File: config.mk
export PLATFORM = sky130hd
export DESIGN_NAME = fifo_seq_reader
export DESIGN_NICKNAME = d
export VERILOG_FILES = /design/src/rtl/fifo_seq_reader_pkg.sv /design/src/rtl/fifo_out_reg.sv /design/src/rtl/fifo_seq_reader.sv
export SDC_FILE = /design/constraint.sdc
export NUM_CORES = 1
export LEC_CHECK = 0
export BUFFER_PORTS_ARGS = -buffer_cell sky130_fd_sc_hd__clkbuf_2
export CAP_MARGIN = 20
export CORE_MARGIN = 3
export CORE_UTILIZATION = 55
export CTS_CLUSTER_DIAMETER = 80
export DETAILED_ROUTE_END_ITERATION = 6
export PLACE_DENSITY_LB_ADDON = 0.3
export SLEW_MARGIN = 20
export SYNTH_ARGS = -nofsm -noshare
export SYNTH_HDL_FRONTEND = slang
export SYNTH_SLANG_ARGS = --single-unit
File: constraint.sdc
create_clock -name rclk -period 2.6 [get_ports rclk]
set_clock_uncertainty 0.1 [all_clocks]
set_input_delay 0.26 -clock rclk [delete_from_list [all_inputs] [get_ports rclk]]
set_output_delay 0.26 -clock rclk [all_outputs]
set_load 0.01 [all_outputs]
File: src/rtl/fifo_seq_reader_pkg.sv
// -----------------------------------------------------------------------------
// fifo_seq_reader_pkg
// Shared types and helpers for the FIFO sequence reader:
//   - rd_state_e : reader FSM state encoding
//   - sat_inc    : saturating increment for counters up to 64 bits wide
// -----------------------------------------------------------------------------
package fifo_seq_reader_pkg;

  // Reader FSM states
  typedef enum logic [1:0] {
    ST_IDLE = 2'd0,
    ST_SEED = 2'd1,
    ST_RUN  = 2'd2,
    ST_HALT = 2'd3
  } rd_state_e;

  // Increment value, holding at the all-ones value of the given width
  function automatic logic [63:0] sat_inc(input logic [63:0] value,
                                          input int unsigned width);
    logic [63:0] max_val;
    max_val = (width >= 64) ? '1 : ((64'd1 << width) - 64'd1);
    return (value >= max_val) ? value : value + 64'd1;
  endfunction

endpackage

File: src/rtl/fifo_out_reg.sv
// -----------------------------------------------------------------------------
// fifo_out_reg
// Single-entry valid/ready output register. A load captures din and raises
// valid; an accept without a load drops valid. Load and accept together keep
// valid high with the new word, so throughput is one word per cycle.
// Ports:
//   rclk, rrst_n : clock, asynchronous active-low reset
//   load         : capture din this edge
//   din          : word to capture
//   ready        : downstream accepts dout
//   dout, valid  : registered word and its valid flag
// -----------------------------------------------------------------------------
module fifo_out_reg #(
  parameter int unsigned DW = 8
) (
  input  logic          rclk,
  input  logic          rrst_n,
  input  logic          load,
  input  logic [DW-1:0] din,
  input  logic          ready,
  output logic [DW-1:0] dout,
  output logic          valid
);

  // Output holding register
  always_ff @(posedge rclk or negedge rrst_n) begin
    if (!rrst_n) begin
      dout  <= '0;
      valid <= 1'b0;
    end else if (load) begin
      dout  <= din;
      valid <= 1'b1;
    end else if (ready) begin
      valid <= 1'b0;
    end
  end

endmodule

File: src/rtl/fifo_seq_reader.sv
// -----------------------------------------------------------------------------
// fifo_seq_reader
// Read-domain consumer for async_fifo. Pops FWFT words while enabled and the
// output register can take them, re-presents them on a valid/ready stream and
// checks that they form a contiguous incrementing sequence (mod 2^DW).
// Ports:
//   rclk, rrst_n   : read clock, asynchronous active-low reset
//   en             : enable popping
//   clr            : clear counters/sticky error, return to seeding
//   renable, rdata : FIFO not-empty flag and head word
//   rinc           : pop strobe (combinational)
//   dout, dout_valid, dout_ready : output stream
//   exp_data       : next expected word
//   rd_count       : popped words (saturating)
//   err_count      : mismatches (saturating)
//   err_sticky     : mismatch seen since reset/clr
//   bad_data       : word captured at the latest mismatch
// -----------------------------------------------------------------------------
module fifo_seq_reader
  import fifo_seq_reader_pkg::*;
#(
  parameter int unsigned   DW          = 8,
  parameter int unsigned   CW          = 16,
  parameter bit            SEED_FIRST  = 1'b1,
  parameter logic [DW-1:0] INIT_VAL    = '0,
  parameter bit            STOP_ON_ERR = 1'b0
) (
  input  logic          rclk,
  input  logic          rrst_n,
  input  logic          en,
  input  logic          clr,
  input  logic          renable,
  input  logic [DW-1:0] rdata,
  output logic          rinc,
  output logic [DW-1:0] dout,
  output logic          dout_valid,
  input  logic          dout_ready,
  output logic [DW-1:0] exp_data,
  output logic [CW-1:0] rd_count,
  output logic [CW-1:0] err_count,
  output logic          err_sticky,
  output logic [DW-1:0] bad_data
);

  rd_state_e     state_q,  state_d;
  logic          seeded_q, seeded_d;
  logic [DW-1:0] exp_q,    exp_d;
  logic [CW-1:0] rd_cnt_q, rd_cnt_d;
  logic [CW-1:0] err_cnt_q, err_cnt_d;
  logic          sticky_q, sticky_d;
  logic [DW-1:0] bad_q,    bad_d;

  logic          active;
  logic          pop;
  logic          match;

  // Pop only in SEED/RUN, with data present, room downstream and no clr
  assign active = (state_q == ST_SEED) || (state_q == ST_RUN);
  assign pop    = renable & en & ~clr & active & (~dout_valid | dout_ready);
  assign rinc   = pop;
  assign match  = (rdata == exp_q);

  // Output register
  fifo_out_reg #(
    .DW (DW)
  ) u_out_reg (
    .rclk   (rclk),
    .rrst_n (rrst_n),
    .load   (pop),
    .din    (rdata),
    .ready  (dout_ready),
    .dout   (dout),
    .valid  (dout_valid)
  );

  // State and checker registers
  always_ff @(posedge rclk or negedge rrst_n) begin
    if (!rrst_n) begin
      state_q   <= ST_IDLE;
      seeded_q  <= 1'b0;
      exp_q     <= INIT_VAL;
      rd_cnt_q  <= '0;
      err_cnt_q <= '0;
      sticky_q  <= 1'b0;
      bad_q     <= '0;
    end else begin
      state_q   <= state_d;
      seeded_q  <= seeded_d;
      exp_q     <= exp_d;
      rd_cnt_q  <= rd_cnt_d;
      err_cnt_q <= err_cnt_d;
      sticky_q  <= sticky_d;
      bad_q     <= bad_d;
    end
  end

  // Next-state and checker update
  always_comb begin
    state_d   = state_q;
    seeded_d  = seeded_q;
    exp_d     = exp_q;
    rd_cnt_d  = rd_cnt_q;
    err_cnt_d = err_cnt_q;
    sticky_d  = sticky_q;
    bad_d     = bad_q;

    if (clr) begin
      // clr wins over everything; any pop this cycle is already masked
      state_d   = ST_IDLE;
      seeded_d  = 1'b0;
      exp_d     = INIT_VAL;
      rd_cnt_d  = '0;
      err_cnt_d = '0;
      sticky_d  = 1'b0;
      bad_d     = '0;
    end else if (!en) begin
      // Pause: counters, expectation and seeded flag are retained
      state_d = ST_IDLE;
    end else begin
      if (pop) begin
        rd_cnt_d = CW'(sat_inc(64'(rd_cnt_q), CW));
      end

      unique case (state_q)
        ST_IDLE: begin
          state_d = (SEED_FIRST && !seeded_q) ? ST_SEED : ST_RUN;
        end

        ST_SEED: begin
          if (pop) begin
            exp_d    = rdata + DW'(1);
            seeded_d = 1'b1;
            state_d  = ST_RUN;
          end
        end

        ST_RUN: begin
          if (pop) begin
            if (match) begin
              exp_d = exp_q + DW'(1);
            end else begin
              // Resynchronise on the bad word so one glitch counts once
              err_cnt_d = CW'(sat_inc(64'(err_cnt_q), CW));
              sticky_d  = 1'b1;
              bad_d     = rdata;
              exp_d     = rdata + DW'(1);
              if (STOP_ON_ERR) begin
                state_d = ST_HALT;
              end
            end
          end
        end

        ST_HALT: begin
          state_d = ST_HALT;
        end

        default: begin
          state_d = ST_IDLE;
        end
      endcase
    end
  end

  assign exp_data   = exp_q;
  assign rd_count   = rd_cnt_q;
  assign err_count  = err_cnt_q;
  assign err_sticky = sticky_q;
  assign bad_data   = bad_q;

endmodule

==> flow_summary.ini, run 1 <==
[status]
outcome = finished, final reports clean

[sta]
period_share_pct = 92.9
rsz0062_at_grt = false
fin_setup_tns_ns = 0
timing.fmax_ghz = 0.414
setup_slack_ns = 0.183
maxSlewViolCount = 0
hold_viol_final = 0
final-setup-viol-count = 0
slew_headroom_pct = 49.8
worstMarginPinSlew_ns = 0.753
fin_crit_ns = 2.42

[floorplan]
io_pins = 73
core_area_um2 = 5740
fp.dieH_um = 84.5
placementRows = 27
die-area_um2 = 7150
die_w_um = 84.5
start_util_pct = 59.1

[critical_path]
path_class = flip-flop to flip-flop
path_max_fanout = 8
r2r_start = state_q[0]
startpoint = state_q[0]
ff2ff_path_depth = 7
r2r_end = err_count[6]
arrival_ns = 2.53
critPathLaunchType = flip-flop
end_kind = flip-flop
cp.required_ns = 2.72
reg2reg_slack_ns = 0.18

[grt]
overflow = 0
grt_pass1_vias = 3060
grt_use_total_pct = 24.3
grt_max_degree = 36
grt_pass1_wl_mm = 14.2
antenna_found_initial = 0

[route]
wl_per_cell_um = 16.2
dr.pass1.iters = 4
drt_wl_total_mm = 8.28
dr.first_iter.drc_count = 186
via_count = 3062
drc_errors = 0
routed_via_density = 6.00
antenna_left = 0

[logic_synthesis]
ys_types = 49
ys.flop_type = dfrtp_1
synth_area_leaders = dfrtp_1 45%, xnor2_1 5.2%, mux2_2 4.6%
synth_edf_count = 0
synthArstFlopShare_pct = 100
syn_nets = 371
synth_top_area_share_pct = 45.0
ys_warn_count = 0
syn-cell-area_um2 = 3390
synth_seq_cells = 61
synthCells = 349
yosys.area.top_type = dfrtp_1
avgSynthCellArea_um2 = 9.72
synth.yosys.seq_area_share_pct = 45.0

[placed_design]
hpwlAfterDp_mm = 6.01
place_ws_ns = 0.172
io_buffers = 72
gp_congestion = 0.865
placed_area_um2 = 3920

[layout]
layout_commonest_cell = clkbuf_2
final_cell_mix = 72 x clkbuf_2, 61 x dfrtp_1, 34 x nor2_1
multiInputGateArea_um2 = 1760
design_area_um2 = 4080
fillers = 467
area_growth_pct = 20.4
antenna_cells = 0
post-route-util_pct = 71.1
drive_gt1_share_pct = 28.3
nNetsFinal = 456
layout.area.seq_um2 = 1530

[job]
maxCapViolations = 0

[hold_path]
hold_path.startpoint = rdata[7]
holdPathStages = 3
hold_path_end = bad_data[7]
hp-class = primary input to flip-flop

[clocking]
cts.clk_slew.worst_paths_ns = 0.07
cts_num_sinks = 61
cts-root-buf = clkbuf_8
htree_levels = 3
numCtsBuffers = 9
clk_latency_ns = 0.33
clk_path_buf_depth = 2
cts_tree = done

[power_and_ir_drop]
power.total_w = 0.00204
worst_ir_drop_vdd_mv = 0.367
p_per_area_nw_per_um2 = 500
p_leak_nw = 1.86
synth_stat cells, drive strengths merged, types with 5 or more instances:
master,number
clkbuf,9
a2111oi,5
o21ai,13
xor2,10
dfrtp,61
nor2b,6
nor4,17
inv,9
nand2,30
buf,7
and3,7
nor3,5
a21oi,18
nand4,7
ha,8
nand3,20
xnor2,20
nor2,34
mux2,14
flip-flops by register name, summed over array words and instances (netlist names):
| signal | cells |
|---|---|
| err_count | 16 |
| rd_count | 16 |
| bad_data | 8 |
| exp_data | 8 |
| u_out_reg.dout | 8 |
| state_q | 2 |
| err_sticky | 1 |
| seeded_q | 1 |
| u_out_reg.valid | 1 |
metal layers:
| layer | track usage (%) | routed length [µm] | vias up | share of wire [%] |
|---|---|---|---|---|
| met5 | 0 | 0 | - | 0 |
| met4 | 11.8 | 214 | 0 | 2.6 |
| met3 | 4.22 | 537 | 20 | 6.5 |
| met2 | 40.7 | 4030 | 114 | 49 |
| met1 | 30.2 | 3500 | 1481 | 42 |
| li1 | - | - | 1447 | - |
metrics by stage:
stage                     std cells  hold WS, ns
after floorplan                 349       -0.136
after global placement          494        0.250
after detailed placement        494        0.275
after CTS                       510        0.130
after global routing            510        0.163
final                           510        0.140
what timing repair did:
item | in CTS | in global routing
endpoints found under the hold margin | 28 | 0
hold buffers | 1 | 0
buffers inserted | 0 | 0
gates resized for setup | 0 | 0
worst max path at each step:
stage                          to  slack [ns]  depth (start not counted)
detailed placement   err_count[5]        0.17                          8
CTS                  err_count[5]        0.18                          8
finish               err_count[6]        0.18                          7
global route        err_count[11]        0.03                          8
floorplan           err_count[10]        0.30                          8
global placement    err_count[10]        0.34                          7
critical path, cell delays in order, from the launching register on:
cell and delay, ns:
dfrtp_1 0.39, inv_1 0.10, ha_1 0.32, and4b_1 0.23, nand3_1 0.13, a21o_1 0.28, nor4_1 0.37, mux2_2 0.39
kinds of logic after synthesis:
family | synth area share, %
xor+xnor | 7.75
fa+ha+maj | 2.95
simple gates | 24.5
buf+inv | 2.99
compound gates | 11.0
flops | 45.0
mux | 5.83
cell type report:
class                   instances  area share (%)
flip-flops and latches         61            37.4
clock inverters                 2           0.245
repair buffers                 90            12.5
clock buffers                  13            3.65
well taps                      72            2.21
multi-input cells             263            43.2
inverters                       9           0.827
power breakdown:
group	switching (W)	total, W	internal, W
Clock	0.000344	0.000708	0.000364
Sequential	0.0000398	0.00105	0.00101
Combinational	0.000159	0.000286	0.000127
Power figures use the tool's default switching activity.
==> run 2, diff against run 1 <==
--- a/config.mk
+++ b/config.mk
@@ -6,12 +6,12 @@
 export NUM_CORES = 1
 export LEC_CHECK = 0
 export BUFFER_PORTS_ARGS = -buffer_cell sky130_fd_sc_hd__clkbuf_2
-export CAP_MARGIN = 20
 export CORE_MARGIN = 3
 export CORE_UTILIZATION = 55
 export CTS_CLUSTER_DIAMETER = 80
 export DETAILED_ROUTE_END_ITERATION = 6
-export PLACE_DENSITY_LB_ADDON = 0.3
+export GPL_ROUTABILITY_DRIVEN = 0
+export PLACE_DENSITY = 0.85
 export SLEW_MARGIN = 20
 export SYNTH_ARGS = -nofsm -noshare
 export SYNTH_HDL_FRONTEND = slang
==> run 2 against run 1 <==
Effect of this change: combinational power rose by 3%; cell area rose by 0.52%; global-route usage rose by 0.37 points; via count rose by 1.9%; clock power rose by 20%; first-iteration DRC count rose by 21%; hold slack got worse by 0.024 ns.
==> flow_summary.ini, run 2 (synthesis results as in run 1) <==
[status]
outcome = finished, final reports clean

[critical_path]
crit_family = simple AND/OR/NAND/NOR gates
reg2reg_slack_ns = 0.18
end_kind = flip-flop
ff2ff_path_depth = 7
path_max_fanout = 8
max_stage_delay_ns = 0.41
r2r_start = state_q[0]
cp.required_ns = 2.73
cp_num_buf_inv = 1
cp_slowest_cell = dfrtp_1
arrival_ns = 2.55
r2r_end = err_count[12]
critPathLaunchType = flip-flop
path_class = flip-flop to flip-flop
crit_chain = inv_1, ha_1, and4b_1, nand3_1, a21o_1, nor4_1, mux2_2

[layout]
area_growth_pct = 21.0
layout.area.seq_um2 = 1530
final_cell_mix = 72 x clkbuf_2, 61 x dfrtp_1, 34 x nor2_1
nNetsFinal = 455
post-route-util_pct = 71.5
antenna_cells = 0
layout_commonest_cell = clkbuf_2
fillers = 453
drive_gt1_share_pct = 29.0
multiInputGateArea_um2 = 1760

[sta]
worstMarginPinSlew_ns = 0.700
maxSlewViolCount = 0
period_share_pct = 93.1
setup_slack_ns = 0.178
hold_viol_final = 0
fin_crit_ns = 2.42
rsz0062_at_grt = false
final-setup-viol-count = 0
fin_setup_tns_ns = 0
timing.fmax_ghz = 0.413
slew_headroom_pct = 53.3

[grt]
grt_pass1_vias = 3054
antenna_found_initial = 0
grt_max_degree = 40
overflow = 0
grt_use_total_pct = 24.6
grt_pass1_wl_mm = 14.4

[floorplan]
start_util_pct = 59.1
io_pins = 73
die-area_um2 = 7150
placementRows = 27
core_area_um2 = 5740
fp.dieH_um = 84.5
die_w_um = 84.5

[route]
via_count = 3120
wl_per_cell_um = 16.8
routed_via_density = 6.12
drc_errors = 0
drt_wl_total_mm = 8.55
dr.pass1.iters = 5
antenna_left = 0
dr.first_iter.drc_count = 225

[power_and_ir_drop]
p_per_area_nw_per_um2 = 534
p_leak_nw = 1.86
worst_ir_drop_vdd_mv = 0.483
power.total_w = 0.00219

[clocking]
ctsResizeCount = 0
clk_latency_ns = 0.34
cts-root-buf = clkbuf_8
htree_levels = 3
numCtsBuffers = 9
cts_tree = done
cts.clk_slew.worst_paths_ns = 0.07
clk_path_buf_depth = 2
cts_num_sinks = 61

[hold_path]
hold_path.startpoint = rdata[7]
hold_path_end = bad_data[7]
hp-class = primary input to flip-flop
holdPathStages = 3

[placed_design]
hpwlAfterDp_mm = 6.05
place_ws_ns = 0.192
io_buffers = 72

[job]
maxCapViolations = 0
[run 2: changes by cell type in the layout (fill, tap and decap cells not counted)]
cell        previous run  this run
clkbuf_1               3         0
clkinvlp_4             0         3
buf_12                 1         0
bufinv_16              0         1
[run 2: stage by stage]
step	hold WS, ns	instance area [µm²]	cells
final	0.116	4110	510
after floorplan	-0.136	3390	349
after detailed placement	0.229	3890	493
after global placement	0.225	3890	493
after CTS	0.0985	4110	510
after global routing	0.117	4110	510
[run 2: worst reg2reg max path, cell delays in order (launching register included)]
cell	delay [ns]
dfrtp_1	0.41
inv_1	0.10
ha_1	0.33
and4b_1	0.25
nand3_1	0.12
a21o_1	0.27
nor4_1	0.38
mux2_2	0.37
[run 2: power breakdown]
group	internal, W	switching (W)
Clock	0.000465	0.000386
Combinational	0.000128	0.000166
Sequential	0.00101	0.0000370
Total	0.00160	0.000589
[run 2: worst max-delay path by stage]
stage,from,end,slack (ns),cells past startpoint
after global routing,state_q[0],err_count[11],0.01,8
after global placement,state_q[0],err_count[10],0.34,7
after floorplan,state_q[0],err_count[10],0.30,8
final,state_q[0],err_count[12],0.18,7
after CTS,state_q[0],err_count[12],0.17,7
after detailed placement,state_q[0],err_count[12],0.19,7
[run 2: cell type report]
class,count,share of cell area (%)
Clock buffer,10,3.35
Inverter,9,0.823
Multi-Input combinational cell,263,43.0
Clock inverter,6,1.52
Timing Repair Buffer,89,11.9
Tap cell,72,2.19
Sequential cell,61,37.2
[run 2: metal layers]
metal	vias up	wire length (µm)	track usage, %
li1	1444	-	-
met1	1532	3590	32.1
met2	129	4210	41.3
met3	15	634	5.00
met4	0	120	7.63
met5	-	0	0
[run 2: repair_timing]
item                      4_1_cts  5_1_grt
hold endpoints to repair       25        0
buffers inserted                0        0
hold buffers                    1        0
